===== src/rtl/pipe_hazard_ctrl.sv =====
// -----------------------------------------------------------------------------
// pipe_hazard_ctrl
//   Hazard and stall controller for a 5-stage pipeline.
//   It resolves three conditions in priority order:
//     1. data-memory stall
//     2. taken branch (flush)
//     3. load-use hazard (bubble)
//   A data-memory wait that lasts too long ends in a sticky ERROR state.
//   Only reset leaves ERROR.
//
// Parameters
//   MEM_TIMEOUT (2..255) : consecutive data-memory stall cycles tolerated
//                          before ERROR
//
// Optional feature
//   HAZARD_PERF_CNT_EN   : when defined, enables the saturating stall and
//                          flush performance counters. When it is not
//                          defined, stall_cnt and flush_cnt read 0.
//
// Ports
//   clk, reset            : rising-edge clock; asynchronous active-low reset
//   id_rs, id_rt          : source registers of the instruction in ID
//   id_ex_memRead/id_ex_rt: load flag and destination of the ID/EX instruction
//   ex_mem_branch/zero    : branch control and ALU zero flag in EX/MEM
//   ex_mem_memAccess      : EX/MEM instruction accesses data memory
//   mem_ready             : data memory completes the access this cycle
//   pc_write, if_id_write : PC and IF/ID update enables
//   *_flush               : load a bubble into that pipeline register
//   ex_mem_hold           : EX/MEM and MEM/WB keep their contents
//   pc_src                : select the branch target for the PC
//   mem_error             : sticky memory-timeout flag (registered)
//   state                 : FSM state, for debug
//   stall_cnt, flush_cnt  : performance counters
// -----------------------------------------------------------------------------
module pipe_hazard_ctrl #(
    parameter int unsigned MEM_TIMEOUT = 15
) (
    input  logic        clk,
    input  logic        reset,
    input  logic [4:0]  id_rs,
    input  logic [4:0]  id_rt,
    input  logic        id_ex_memRead,
    input  logic [4:0]  id_ex_rt,
    input  logic        ex_mem_branch,
    input  logic        ex_mem_zero,
    input  logic        ex_mem_memAccess,
    input  logic        mem_ready,
    output logic        pc_write,
    output logic        if_id_write,
    output logic        if_id_flush,
    output logic        id_ex_flush,
    output logic        ex_mem_flush,
    output logic        ex_mem_hold,
    output logic        pc_src,
    output logic        mem_error,
    output logic [1:0]  state,
    output logic [15:0] stall_cnt,
    output logic [15:0] flush_cnt
);

    typedef enum logic [1:0] {
        INIT     = 2'd0,
        RUN      = 2'd1,
        MEM_WAIT = 2'd2,
        ERROR    = 2'd3
    } state_t;

    localparam logic [7:0] TIMEOUT = 8'(MEM_TIMEOUT);

    state_t     r_state;
    state_t     w_state_nxt;
    logic [7:0] r_wait_cnt;
    logic [7:0] w_wait_nxt;
    logic [7:0] w_wait_inc;
    logic       r_mem_error;
    logic       w_mem_error_nxt;

    logic w_mem_stall;
    logic w_branch;
    logic w_load_use;

    // Outputs produced by the RUN priority rules (branch, load-use, normal).
    // RUN and MEM_WAIT with mem_ready=1 share these outputs.
    logic w_run_pc_write;
    logic w_run_if_id_write;
    logic w_run_id_ex_flush;

    assign w_mem_stall = ex_mem_memAccess & ~mem_ready;
    assign w_branch    = ex_mem_branch & ex_mem_zero;
    // Register 0 is hard-wired, so it never creates a dependency.
    assign w_load_use  = id_ex_memRead && (id_ex_rt != 5'd0) &&
                         ((id_ex_rt == id_rs) || (id_ex_rt == id_rt));

    // A taken branch flushes the dependent instruction, so the branch
    // overrides the load-use bubble.
    assign w_run_pc_write    = w_branch | ~w_load_use;
    assign w_run_if_id_write = w_branch | ~w_load_use;
    assign w_run_id_ex_flush = w_branch | w_load_use;

    // wait_cnt holds the number of stall cycles already seen. The cycle
    // being evaluated is included through w_wait_inc. With this count, a
    // continuous stall that starts in cycle 0 reaches ERROR in cycle
    // MEM_TIMEOUT.
    assign w_wait_inc = r_wait_cnt + 8'd1;

    always_comb begin
        pc_write        = 1'b0;
        if_id_write     = 1'b0;
        if_id_flush     = 1'b0;
        id_ex_flush     = 1'b0;
        ex_mem_flush    = 1'b0;
        ex_mem_hold     = 1'b0;
        pc_src          = 1'b0;
        w_state_nxt     = r_state;
        w_wait_nxt      = r_wait_cnt;
        w_mem_error_nxt = r_mem_error;

        case (r_state)
            INIT: begin
                if_id_flush  = 1'b1;
                id_ex_flush  = 1'b1;
                ex_mem_flush = 1'b1;
                w_wait_nxt   = '0;
                w_state_nxt  = RUN;
            end

            RUN: begin
                // When the stall condition is unknown, the default branch
                // applies and the state stays at RUN.
                case (w_mem_stall)
                    1'b1: begin
                        ex_mem_hold = 1'b1;
                        w_wait_nxt  = 8'd1;
                        w_state_nxt = MEM_WAIT;
                    end
                    default: begin
                        pc_write     = w_run_pc_write;
                        if_id_write  = w_run_if_id_write;
                        if_id_flush  = w_branch;
                        id_ex_flush  = w_run_id_ex_flush;
                        ex_mem_flush = w_branch;
                        pc_src       = w_branch;
                    end
                endcase
            end

            MEM_WAIT: begin
                case (mem_ready)
                    1'b1: begin
                        pc_write     = w_run_pc_write;
                        if_id_write  = w_run_if_id_write;
                        if_id_flush  = w_branch;
                        id_ex_flush  = w_run_id_ex_flush;
                        ex_mem_flush = w_branch;
                        pc_src       = w_branch;
                        w_wait_nxt   = '0;
                        w_state_nxt  = RUN;
                    end
                    1'b0: begin
                        ex_mem_hold = 1'b1;
                        if (w_wait_inc == TIMEOUT) begin
                            w_state_nxt     = ERROR;
                            w_mem_error_nxt = 1'b1;
                        end else begin
                            w_wait_nxt = w_wait_inc;
                        end
                    end
                    default: begin
                        // An unknown mem_ready keeps the pipeline held and
                        // leaves the state unchanged.
                        ex_mem_hold = 1'b1;
                    end
                endcase
            end

            ERROR: begin
                ex_mem_hold = 1'b1;
            end

            default: begin
                w_state_nxt = INIT;
            end
        endcase
    end

    always_ff @(posedge clk or negedge reset) begin
        if (!reset) begin
            r_state     <= INIT;
            r_wait_cnt  <= '0;
            r_mem_error <= 1'b0;
        end else begin
            r_state     <= w_state_nxt;
            r_wait_cnt  <= w_wait_nxt;
            r_mem_error <= w_mem_error_nxt;
        end
    end

    assign state     = r_state;
    assign mem_error = r_mem_error;

`ifdef HAZARD_PERF_CNT_EN
    logic [15:0] r_stall_cnt;
    logic [15:0] r_flush_cnt;
    logic        w_stall_evt;

    assign w_stall_evt = ((r_state == RUN) || (r_state == MEM_WAIT)) && !pc_write;

    // pc_src is high only while a taken branch flushes, so it marks the
    // flush events.
    always_ff @(posedge clk or negedge reset) begin
        if (!reset) begin
            r_stall_cnt <= '0;
            r_flush_cnt <= '0;
        end else begin
            if (w_stall_evt && (r_stall_cnt != '1))
                r_stall_cnt <= r_stall_cnt + 16'd1;
            if (pc_src && (r_flush_cnt != '1))
                r_flush_cnt <= r_flush_cnt + 16'd1;
        end
    end

    assign stall_cnt = r_stall_cnt;
    assign flush_cnt = r_flush_cnt;
`else
    assign stall_cnt = '0;
    assign flush_cnt = '0;
`endif

endmodule


===== config.mk =====
export PLATFORM = sky130hd
export DESIGN_NAME = pipe_hazard_ctrl
export DESIGN_NICKNAME = d
export VERILOG_FILES = /design/src/rtl/pipe_hazard_ctrl.sv
export SDC_FILE = /design/constraint.sdc
export NUM_CORES = 1
export LEC_CHECK = 0
export ABC_AREA = 1
export BUFFER_PORTS_ARGS = -buffer_cell sky130_fd_sc_hd__buf_4
export CAP_MARGIN = 20
export CORE_MARGIN = 2
export CORE_UTILIZATION = 49
export DETAILED_ROUTE_END_ITERATION = 7
export PLACE_DENSITY = 0.9
export SLEW_MARGIN = 15
export SYNTH_ARGS = -nofsm -noshare
export SYNTH_HDL_FRONTEND = slang
export SYNTH_SLANG_ARGS = --single-unit

===== constraint.sdc =====
create_clock -name clk -period 4.36 [get_ports clk]
set_clock_uncertainty 0.05 [all_clocks]
set_input_delay 0 -clock clk [delete_from_list [all_inputs] [get_ports clk]]
set_output_delay 0 -clock clk [all_outputs]
set_load 0.1 [all_outputs]

## Word level (Yosys, flattened, before mapping)

Index checks and enable logic that the tools add are counted.

| word-level totals | value |
|---|---|
| flip-flop bits (word level) | 11 |
| logic and storage cells | 49 |

| cells by class | value |
|---|---|
| add/subtract/negate cells | 1 |
| eq/ne operators | 9 |
| multiplexer cells | 21 |
| bitwise gates (word level) | 6 |
| reduce and logical (&&, ||, !) cells | 9 |

Operators with widths:

| operator | number |
|---|---|
| $pmux W8 S3 | 1 |
| $mux W8 | 2 |
| $pmux W8 S2 | 1 |
| $eq A5 B5 Y1 | 2 |
| $pmux W1 S3 | 3 |
| $reduce_and A3 Y1 | 3 |
| $add A8 B1 Y8 const B | 1 |
| $eq A8 B4 Y1 const B | 1 |
| $mux W1 | 8 |
| $ne A3 B3 Y1 const B | 2 |
| $pmux W2 S3 | 1 |
| $reduce_bool A5 Y1 | 1 |
| $eq A2 B2 Y1 const B | 2 |
| $mux W2 | 2 |
| $pmux W1 S2 | 2 |
| $pmux W2 S2 | 1 |
| $reduce_bool A3 Y1 | 1 |
| $and A1 B1 Y1 | 2 |
| $eq A2 B1 Y1 const B | 1 |
| $logic_and A1 B1 Y1 | 2 |
| $logic_not A2 Y1 | 1 |
| $ne A2 B2 Y1 const B | 1 |
| $not A1 Y1 | 2 |
| $or A1 B1 Y1 | 2 |
| $logic_or A1 B1 Y1 | 1 |

## Depth between registers and ports, before layout

| depth | value |
|---|---|
| word-level depth | 7 |
| gate-level depth with buffers | 11 |

## Worst setup path after synthesis

Ideal clock, no wire load.

| timing path | value |
|---|---|
| path type | register to output |
| start point | register r_state[0] (netlist: state[0]) |
| end point | output port id_ex_flush |
| arrival | 3729 ps |
| required time | 4310 ps |
| path slack | 581 ps |
| stages on the path, launching flop included | 8 |
| buffers on the path | 0 |
| cell sequence | dfrtp_1 > ha_1 > inv_1 > nor2_1 > a21oi_1 > inv_1 > nand2_1 > o21ai_0 |

| between the ends | value |
|---|---|
| cells in the longest elaborated chain, start to end | 2 |
| elaborated cells between the ends (all ways) | 4 |
| those cells by class | eq/ne: 2; mux: 1; reduce/logical: 1 |

Ends and longest elaborated chain:

| what | line | text |
|---|---|---|
| start: declaration | 70 | `state_t r_state;` |
| start signal: assignment | 192 | `r_state <= w_state_nxt;` |
| $eq A2 B2 Y1, or another cell as far along | 118 | `case (r_state)` |
| $pmux W1 S3 (*) | 118 |  |
| end: declaration | 51 | `output logic id_ex_flush,` |

Every way passes the cells marked *; elsewhere a longest branch is shown, timed or not.

## Worst setup path in the final report

| timing path | value |
|---|---|
| start point | register r_state[1] (netlist: state[1]) |
| end point | register r_state[0] (netlist: state[0]) |

| between the ends | value |
|---|---|
| cells in the longest elaborated chain, start to end | 3 |
| elaborated cells between the ends (all ways) | 8 |
| those cells by class | eq/ne: 4; mux: 1; reduce/logical: 3 |

Ends and longest elaborated chain:

| what | line |
|---|---|
| $eq A2 B2 Y1, or another cell as far along | 118 |
| $ne A3 B3 Y1 (no source line), or another cell as far along | - |
| $reduce_and A3 Y1 (no source line) | - |

Parallel ways exist; a longest one is shown, timed or not.
A chain may end at the register's enable or synchronous reset.

==> run metrics <==
crit path time final 1930 ps; max-slew violations 0; nets@finish 253; global-route total usage across every layer 0.168; kind of end point of the critical path flip-flop; type of the worst min-delay path primary input to asynchronous set/reset pin; total power draw 0.000926 W; global route total overflow 0; arrival time at the worst endpoint around 2000 ps; fraction of registers with async set/reset 1.00; number of synthesis warnings 0; count of flip-flops with a built-in enable after synthesis 0; drt total wl 2.42 mm; drt wl/cell 9.57 µm; worst-case vdd ir drop ~0.00054 V; Total Die Area 3040 µm²; post-synth top area cell sky130_fd_sc_hd__dfrtp_1; P per Cell Area between 600 and 700 nW/µm²; total number of vias around 1.1k; final instance area 1450 µm²; critical register-to-register path endpoint state[0]; number of buffers added by the clock tree synthesis step 3; highest net fanout along the worst path 12; ant diodes 0; setup slack, reg-to-reg about 2400 ps; smallest setup slack after layout 2430 ps; most used cells in the layout excluding fill and tap cells sky130_fd_sc_hd__nand2_1 (45), sky130_fd_sc_hd__conb_1 (32), sky130_fd_sc_hd__buf_4 (31), sky130_fd_sc_hd__inv_1 (21); count of endpoints failing setup in the final report 0; TritonCTS clock tree yes; share of layout cells above drive strength 1 0.184; die boundary height 55.1 µm; reg-to-reg critical path startpoint state[1]; number of fillers in the final layout 236; buffer count from post-CTS setup fixing 0; unrepaired setup endpoints after global routing no; distinct cell type count after synthesis 27; total negative slack for setup checks 0 ps; post-synth top area share 0.215; 1st-iter DRT viols 26; leakage component of the power around 0.80 nW; clock sinks 11; commonest non-fill, non-tap cell in the layout sky130_fd_sc_hd__nand2_1; RD Place Congestion 0.894; transition time of the tightest slew-check pin 770 ps; top cells by area, synth sky130_fd_sc_hd__dfrtp_1 (21%), sky130_fd_sc_hd__buf_4 (20%), sky130_fd_sc_hd__nand2_1 (13%); crit share post-route 0.443; number of register bits inferred by synthesis 11; number of global-route vias before repair 967; number of gates resized after CTS 0; number of iterations in the first detailed-routing pass 4; number of endpoints with negative hold slack in the final report 0; pre-CTS setup slack approximately 2500 ps; Buffers on Ports 31; H-tree depth 1; FF-to-FF path depth 8; Max Root-Sink Buffers 2; CTS clock-pin slew for the worst setup and hold paths about 70 ps; cell area after synthesis 1280 µm²; post-route ant nets 0; Placement Rows 18; sequential cell area fraction in the yosys report 0.215; Rel. slew slack 0.485; standard cell area after detailed placement 1410 µm²; root buf cell sky130_fd_sc_hd__clkbuf_4; DRC violations left 0; WP data required about 4500 ps; Detailed Place HPWL 2.15 mm; Crit Path Class flip-flop to flip-flop; worst-skew pair later-pin latency between 200 and 300 ps; I/O pin cnt 64; initial core utilization 0.517; post-cts hold buffer count 1; Core Footprint 2480 µm²; antenna violations before repair 0; max-capacitance violation count 0; Syn-to-layout area delta 12.8%; category of the worst setup path launch point flip-flop; mean number of vias per cell between 4 and 5; top_reg_cell synth sky130_fd_sc_hd__dfrtp_1; gate count after technology mapping 191; post-synthesis average cell area 6.71 µm²; pin count of the biggest net entering global routing 13; maximum clock rate a little over 500 MHz; result of the run finished, final reports clean; die span in x ~55 µm; wire length of the first global-routing pass approximately 3.8 mm
through the flow:
stage / hold slack (ps) / std cells / utilization
5_1_grt: 86.5 / 253 / 0.583
4_1_cts: 53.5 / 253 / 0.583
3_5_place_dp: -213 / 248 / 0.569
2_1_floorplan: -346 / 222 / -
6_report: 53.3 / 253 / 0.583
3_3_place_gp: -213 / 248 / 0.569
cell families after synthesis:
family / Yosys count / synth area share
buffers and inverters: 58 / 0.270
other: 1 / 0.00293
AOI/OAI and AO/OA: 12 / 0.0537
adders and majority gates: 7 / 0.0684
and+or+nand+nor: 93 / 0.329
xor gates and xnor gates: 9 / 0.0615
DFF: 11 / 0.215
state kept, by name (all words and copies together), names as in the netlist:
register and count:
state 2, r_wait_cnt 8, mem_error 1
layer usage:
| layer | up-vias | GRT usage | wire length (µm) |
|---|---|---|---|
| met2 | 50 | 0.327 | 1280 |
| met3 | 4 | 0.0188 | 123 |
| met5 | - | 0 | 0 |
| met4 | 0 | 0.0447 | 39 |
| met1 | 498 | 0.190 | 979 |
| li1 | 596 | - | - |
how the worst max path moves through the flow:
stage / start / end / slack, ps / cells after the start
after floorplan: state[0] / id_ex_flush / 580 / 7
after global placement: state[0] / r_wait_cnt[2] / 2530 / 8
after detailed placement: state[1] / state[0] / 2460 / 8
after CTS: state[1] / state[0] / 2450 / 8
after global routing: state[1] / state[0] / 2250 / 8
final: state[1] / state[0] / 2430 / 8
cell type report:
cell class / count / area (µm²) / area share
Multi-Input combinational cell: 153 / 777 / 0.538
Sequential cell: 11 / 275 / 0.190
Timing Repair Buffer: 32 / 243 / 0.168
Inverter: 23 / 86.3 / 0.0597
Tap cell: 30 / 37.5 / 0.0260
Clock buffer: 4 / 26.3 / 0.0182
synthesized netlist by cell type (4+ instances only):
library cell / n
sky130_fd_sc_hd__a21oi_1: 4
sky130_fd_sc_hd__buf_4: 34
sky130_fd_sc_hd__dfrtp_1: 11
sky130_fd_sc_hd__ha_1: 7
sky130_fd_sc_hd__inv_1: 21
sky130_fd_sc_hd__nand2_1: 45
sky130_fd_sc_hd__nand3_1: 19
sky130_fd_sc_hd__nor2_1: 19
sky130_fd_sc_hd__xnor2_1: 4
sky130_fd_sc_hd__xor2_1: 5
power breakdown:
part	leakage [nW]	internal (W)	switching, W
logic	0.643	0.000132	0.000598
clock network	0.0150	0.0000352	0.0000294
registers	0.145	0.000115	0.0000169
worst max-delay path: stages, from the launching register on:
cell and delay (ps):
sky130_fd_sc_hd__dfrtp_1 400, sky130_fd_sc_hd__inv_1 100, sky130_fd_sc_hd__ha_1 200, sky130_fd_sc_hd__inv_1 80, sky130_fd_sc_hd__nor2_1 60, sky130_fd_sc_hd__nor2_1 590
sky130_fd_sc_hd__nand2_1 180, sky130_fd_sc_hd__nand2_1 100, sky130_fd_sc_hd__nand2_1 60
No activity file was read; power rests on OpenSTA's default activity.
